===== config.mk =====
export PLATFORM = sky130hd
export DESIGN_NAME = hl_byte_sequencer
export DESIGN_NICKNAME = d
export VERILOG_FILES = /design/src/rtl/hl_byte_sequencer.sv
export SDC_FILE = /design/constraint.sdc
export NUM_CORES = 1
export LEC_CHECK = 0
export BUFFER_PORTS_ARGS = -buffer_cell sky130_fd_sc_hd__clkbuf_2
export CORE_ASPECT_RATIO = 1.2
export CORE_MARGIN = 3
export CORE_UTILIZATION = 40
export DETAILED_ROUTE_END_ITERATION = 16
export GPL_ROUTABILITY_DRIVEN = 0
export GPL_TIMING_DRIVEN = 0
export PLACE_DENSITY = 0.65
export SLEW_MARGIN = 20
export SYNTH_ARGS = -nofsm -noshare
export SYNTH_HDL_FRONTEND = slang
export SYNTH_SLANG_ARGS = --single-unit

===== constraint.sdc =====
create_clock -name clk -period 1.7 [get_ports clk]
set_input_delay 0.085 -clock clk [delete_from_list [all_inputs] [get_ports clk]]
set_output_delay 0.085 -clock clk [all_outputs]
set_load 0.05 [all_outputs]

===== src/rtl/hl_byte_sequencer.sv =====
`default_nettype none
// ============================================================================
// Module   : hl_byte_sequencer
// Purpose  : Serializes a 16-bit word (2*BYTE_W) into two BYTE_W bytes over a
//            valid/ready byte stream. The module drives the high/low byte mux
//            select and holds the word stable while each byte is accepted.
//            After the second byte, an optional idle gap of GAP_CYCLES cycles
//            can be inserted before the next word is accepted.
// Revision : 1.0 - initial release
// ----------------------------------------------------------------------------
// Ports
//   clk       in   rising-edge clock
//   rst_n     in   asynchronous active-low reset
//   in_word   in   word to serialize (2*BYTE_W)
//   in_vld    in   producer has a word
//   in_rdy    out  block can accept a word (registered, high only in IDLE)
//   mux_sel   out  0 = low byte selected, 1 = high byte selected
//   out_data  out  selected byte of the held word (BYTE_W)
//   out_vld   out  out_data valid
//   out_rdy   in   consumer accepts the byte
//   busy      out  any state other than IDLE
//   word_cnt  out  fully sent words, wraps 255 -> 0
// Build option
//   HL_SEQ_MSB_FIRST_EN : when defined, the high byte is sent first, and
//                         mux_sel resets to 1 and idles at 1.
// ============================================================================
module hl_byte_sequencer #(
    parameter int BYTE_W     = 8,
    parameter int GAP_CYCLES = 0
) (
    input  logic                clk,
    input  logic                rst_n,
    input  logic [2*BYTE_W-1:0] in_word,
    input  logic                in_vld,
    output logic                in_rdy,
    output logic                mux_sel,
    output logic [BYTE_W-1:0]   out_data,
    output logic                out_vld,
    input  logic                out_rdy,
    output logic                busy,
    output logic [7:0]          word_cnt
);

    typedef enum logic [1:0] {
        S_IDLE   = 2'd0,
        S_SEND_L = 2'd1,
        S_SEND_H = 2'd2,
        S_GAP    = 2'd3
    } state_t;

    // The byte order is selected only by the order in which the two send states are visited.
`ifdef HL_SEQ_MSB_FIRST_EN
    localparam state_t c_FIRST_ST  = S_SEND_H;
    localparam state_t c_SECOND_ST = S_SEND_L;
`else
    localparam state_t c_FIRST_ST  = S_SEND_L;
    localparam state_t c_SECOND_ST = S_SEND_H;
`endif

    localparam bit         c_HAS_GAP  = (GAP_CYCLES > 0);
    localparam logic [7:0] c_GAP_LOAD = c_HAS_GAP ? 8'(GAP_CYCLES - 1) : 8'd0;

    state_t              r_state;
    state_t              w_next_state;
    logic [2*BYTE_W-1:0] r_held;
    logic                r_in_rdy;
    logic [7:0]          r_gap_cnt;
    logic [7:0]          w_gap_cnt_nxt;
    logic [7:0]          r_word_cnt;
    logic                w_capture;
    logic                w_word_done;

    // ------------------------------------------------------------------
    // Next-state logic
    // ------------------------------------------------------------------
    always_comb begin
        w_next_state  = r_state;
        w_gap_cnt_nxt = r_gap_cnt;
        w_capture     = 1'b0;
        w_word_done   = 1'b0;
        case (r_state)
            S_IDLE: begin
                // in_rdy is always high in IDLE, so in_vld alone completes the handshake.
                if (in_vld) begin
                    w_capture    = 1'b1;
                    w_next_state = c_FIRST_ST;
                end
            end
            S_SEND_L, S_SEND_H: begin
                if (out_rdy) begin
                    if (r_state == c_FIRST_ST) begin
                        w_next_state = c_SECOND_ST;
                    end else begin
                        w_word_done = 1'b1;
                        if (c_HAS_GAP) begin
                            w_next_state  = S_GAP;
                            w_gap_cnt_nxt = c_GAP_LOAD;
                        end else begin
                            w_next_state = S_IDLE;
                        end
                    end
                end
            end
            S_GAP: begin
                if (r_gap_cnt == 8'd0) begin
                    w_next_state = S_IDLE;
                end else begin
                    w_gap_cnt_nxt = r_gap_cnt - 8'd1;
                end
            end
            default: w_next_state = S_IDLE;
        endcase
    end

    // ------------------------------------------------------------------
    // State and datapath registers
    // ------------------------------------------------------------------
    always_ff @(posedge clk or negedge rst_n) begin
        if (!rst_n) begin
            r_state    <= S_IDLE;
            r_held     <= '0;
            r_in_rdy   <= 1'b1;
            r_gap_cnt  <= 8'd0;
            r_word_cnt <= 8'd0;
        end else begin
            r_state   <= w_next_state;
            r_gap_cnt <= w_gap_cnt_nxt;
            // in_rdy is computed from the next state, so it is a flop output with no
            // combinational path from in_vld or out_rdy.
            r_in_rdy  <= (w_next_state == S_IDLE);
            if (w_capture) begin
                r_held <= in_word;
            end
            if (w_word_done) begin
                r_word_cnt <= r_word_cnt + 8'd1;
            end
        end
    end

    // ------------------------------------------------------------------
    // Outputs: decoded only from registered state and the held word
    // ------------------------------------------------------------------
`ifdef HL_SEQ_MSB_FIRST_EN
    assign mux_sel = (r_state != S_SEND_L);
`else
    assign mux_sel = (r_state == S_SEND_H);
`endif

    assign out_data = mux_sel ? r_held[2*BYTE_W-1:BYTE_W] : r_held[BYTE_W-1:0];
    assign out_vld  = (r_state == S_SEND_L) || (r_state == S_SEND_H);
    assign busy     = (r_state != S_IDLE);
    assign in_rdy   = r_in_rdy;
    assign word_cnt = r_word_cnt;

endmodule
`default_nettype wire


* Yosys cells after proc, flatten, opt, wreduce, memory -nomap -nowiden *
Cells that the tools add are included.

storage, ports and cells
  output and inout bits = 20
  bits in registers = 35

cells by class
  equal/unequal tests = 3
  bitwise operators = 1
  add/sub/neg operators = 2
  mux-type cells = 11
  reductions and logical operators = 7

operator list
  kind                                              number
  adder 8 x 1 -> 8 bit, second input constant       1
  zero test 8 bit                                   1
  2-to-1 mux 2 bit                                  4
  2-to-1 mux 8 bit                                  1
  subtractor 8 x 1 -> 8 bit, second input constant  1
  one-hot mux 2 bit (3 select lines)                1
  2-to-1 mux 1 bit                                  5
  == test 2 bit, second input constant              2
  zero test 2 bit                                   2
  == test 2 x 1 -> 1 bit, second input constant     1
  AND reduction 2 bit                               1
  nonzero test 2 bit                                1
  OR reduction 2 bit                                1
  logical OR 1 bit                                  1
  NOT 1 bit                                         1

* Depth between registers and ports, before layout *
  word-level depth = 5
  mapped depth = 5
  depth with buffers taken out = 5

* Least setup slack after synthesis *
OpenSTA, ideal clock, no wires.

  kind = flip-flop to output port
  start point = register r_state[0]
  end point = output port out_data[0]
  arrival = 1.791 ns
  slack = -0.176 ns
  required time = 1.615 ns
  cell stages (with the launch flop) = 5
  path through = dfrtp_1 inv_1 ha_1 clkbuf_1 mux2_2

between the ends
  longest elaborated chain between the ends = 2

RTL lines
  what                    line  RTL
  start, declared         63    state_t r_state;
  start signal, assigned  126   r_state <= w_next_state;
  == test 2 bit           146   assign mux_sel = (r_state == S_SEND_H);
  named net mux_sel       36    output logic mux_sel,
  2-to-1 mux 8 bit        149   assign out_data = mux_sel ? r_held[2*BYTE_W-1:BYTE_W] : r_held[BYTE_W-1:0];
  end, declared           37    output logic [BYTE_W-1:0] out_data,

The timed path passes the listed nets, and every way through them passes these cells.

* Worst setup path in the final report *
  start point = register r_state[0]
  end point = register r_state[1]

between the ends
  longest elaborated chain between the ends = 4
  elaborated cells between the ends (all ways) = 8

RTL lines
  what                                    line    RTL
  == test 2 x 1 -> 1 bit                  81, 91
  2-to-1 mux 2 bit                        91      if (r_state == c_FIRST_ST) begin
  2-to-1 mux 2 bit                        90      if (out_rdy) begin
  one-hot mux 2 bit (3 select lines) (*)  81      case (r_state)
  named net w_next_state[1]               64      state_t w_next_state;

The timed path passes the listed nets; every way through them passes the cells marked *.
A chain may end at the register's enable or synchronous reset.

==> flow_metrics.env <==
export IMPL_status="complete, no violations"
export IMPL_min_period_ns=1.66
export IMPL_powerDensity_nw_per_um2=1910
export IMPL_ys_seq_area_share_pct=51.3
export IMPL_wl_per_cell_um=15.3
export IMPL_die_h_um=77.6
export IMPL_worst_hold_path_type="in2reg"
export IMPL_avgSynthCellArea_sq_um=12.5
export IMPL_wirelength_mm=3.76
export IMPL_stdcell_area_sq_um=2330
export IMPL_cts_buffer_depth=2
export IMPL_drcViolationCount=0
export IMPL_relSlewSlack_pct=41.2
export IMPL_async_flop_share_pct=100
export IMPL_start_kind="register"
export IMPL_r2r_cells=6
export IMPL_htree_levels=2
export IMPL_hold_end="r_held[6]$_DFFE_PN0P_"
export IMPL_fp_coreArea_sq_um=4040
export IMPL_clkTransAtPathRegs_ns=0.07
export IMPL_ys_top_cells_by_count="dfrtp_1, mux2_2, nand2_1, ha_1, inv_1"
export IMPL_synth_area_leader_cell="dfrtp_1"
export IMPL_viasPerCell=5.14
export IMPL_yosys_warnings=0
export IMPL_grt_max_degree=36
export IMPL_synth_edff_count=0
export IMPL_grt_setup_unrepaired="yes"
export IMPL_die_area_sq_um=5100
export IMPL_io_buffers=39
export IMPL_required_ns=1.84
export IMPL_antenna_found_initial=0
export IMPL_crit_type="reg2reg"
export IMPL_synthFlopType="dfrtp_1"
export IMPL_holdCritStartpoint="in_word[6]"
export IMPL_hold_depth=2
export IMPL_p_total_mw=4.44
export IMPL_die_x_um=65.7
export IMPL_vias=1265
export IMPL_ys_seq_elements=35
export IMPL_netlist_instances=137
export IMPL_tightest_slew_ns=0.881
export IMPL_clk_latency_ns=0.29
export IMPL_fmax_mhz=602
export IMPL_rr_endpoint="r_state[1]$_DFF_PN0_"
export IMPL_dr_pass1_iters=4
export IMPL_final_hold_violation_count=0
export IMPL_synth_area_top_cells="dfrtp_1, mux2_2, ha_1"
export IMPL_ant_nets=0
export IMPL_num_rows=25
export IMPL_reg2reg_from="r_state[0]$_DFF_PN0_"
export IMPL_synth_top_cell_area_share_pct=49.7
export IMPL_post_route_period_util_pct=97.8
export IMPL_clock_sinks=35
export IMPL_ctsRootBufferMaster="clkbuf_8"
export IMPL_grt_pass1_wl_mm=6.12
export IMPL_diodes=0
export IMPL_ir_worst_vdd_mv=1.09
export IMPL_yosysUniqueCellTypes=39
export IMPL_setup_viol=0
export IMPL_leakage_nw=1.10
export IMPL_crit_path_end_kind="register"
export IMPL_start_util_pct=42.4
export IMPL_placed_area_sq_um=1980
export IMPL_detailedRoute_firstIterationViolations=29
export IMPL_final_nets=219
export IMPL_yosysMostFrequentCell="dfrtp_1"
export IMPL_grt_total_usage_pct=15.8
export IMPL_grt_pass1_vias=1332
export IMPL_worstPathArrival_ns=1.80
export IMPL_netlist_area_sq_um=1710
export IMPL_pin_count=40
export IMPL_cap_violations=0
export IMPL_area_growth_pct=36.1
export IMPL_hpwl_mm=2.59
export IMPL_drive_gt1_share_pct=50.0
export IMPL_final_util_pct=57.7
export IMPL_cts_made_buffers=5
export IMPL_crit_fanout=7
export IMPL_postSynthNetCount=165
export IMPL_grt_ovfl_total=0
export IMPL_fin_skew_ns=0.00626
export IMPL_r2r_setup_slack_ns=0.04
export IMPL_drv_slew=0
export IMPL_cts_tree="built"
==> kinds of logic after synthesis <==
family                   Yosys count  share of synthesized area [%]
AO/OA/AOI/OAI                     15                           6.51
AND/OR/NAND/NOR                   34                           12.1
flip-flops                        35                           51.3
adder cells (fa/ha/maj)            8                           5.85
buffers and inverters              9                           2.05
multiplexers                      26                           17.0
XOR/XNOR                          10                           5.12
==> worst max-delay path, stage by stage, from the launching register on <==
cell      delay [ns]
dfrtp_1         0.40
inv_2           0.10
buf_4           0.11
ha_2            0.24
and4b_1         0.23
a311oi_2        0.27
o21ai_0         0.16
==> flip-flops by register name, indices dropped and copies added (netlist names) <==
signal,count
word_cnt,8
r_state,2
in_rdy,1
r_gap_cnt,8
r_held,16
==> per-stage QoR <==
step                      setup slack, ns  cells  hold WS, ns  setup TNS (ns)
after floorplan                    0.0335    137       -0.211               0
after global placement            -0.0914    230        0.228          -0.893
after detailed placement           -0.186    230        0.242           -1.80
after CTS                         -0.0101    242      0.00986         -0.0101
after global routing              -0.0350    246      0.00916         -0.0680
final                              0.0382    246       0.0210               0
==> final cells by class <==
class | instances | area (sq um)
Buffer | 1 | 7.51
Clock buffer | 6 | 82.6
Clock inverter | 2 | 35.0
Fill cell | 336 | 1710
Inverter | 7 | 26.3
Multi-Input combinational cell | 93 | 872
Sequential cell | 35 | 878
Tap cell | 54 | 67.6
Timing Repair Buffer | 48 | 358
==> metal layers <==
| layer | track usage, % | part of all wire (%) |
|---|---|---|
| met1 | 18.0 | 40 |
| met2 | 26.6 | 52 |
| met3 | 5.21 | 6.4 |
| met4 | 6.85 | 1.7 |
| met5 | 0 | 0 |
==> worst max-delay path by stage <==
stage	from	endpoint	cells past startpoint
after floorplan	r_state[1]$_DFF_PN0_	word_cnt[5]$_DFFE_PN0P_	5
after global placement	r_state[1]$_DFF_PN0_	r_held[5]$_DFFE_PN0P_	5
after detailed placement	r_state[1]$_DFF_PN0_	r_held[4]$_DFFE_PN0P_	5
after CTS	r_state[1]$_DFF_PN0_	r_state[1]$_DFF_PN0_	5
after global routing	r_state[0]$_DFF_PN0_	r_state[1]$_DFF_PN0_	6
final	r_state[0]$_DFF_PN0_	r_state[1]$_DFF_PN0_	6
==> repair_timing <==
action / CTS / global route
pin swaps: 0 / 2
endpoints found under the setup margin: 20 / 17
buffers inserted: 4 / 4
gates resized for setup: 23 / 21
endpoints found under the hold margin: 34 / 0
hold buffers: 1 / 0
==> cells in the final DEF, fill, tap and decap left out, drive strengths merged, types with 2 or more instances in the layout <==
cell and count:
clkbuf 37, inv 7, nor3 2, o21bai 2
o21ai 4, xor2 4, xnor2 6, a21oi 3
nand4 3, nand2 9, buf 17, dfrtp 34
ha 8, mux2 25, nor2 5, nand3 2
or4 2
==> where the power goes <==
| part | switching, mW | total (mW) | leakage [nW] | internal [mW] |
|---|---|---|---|---|
| sequential | 0.193 | 1.31 | 0.439 | 1.12 |
| clock | 0.292 | 0.766 | 0.0612 | 0.474 |
| combinational | 1.35 | 2.36 | 0.601 | 1.01 |
| total | 1.83 | 4.44 | 1.10 | 2.61 |
(Power assumes the default switching activity.)
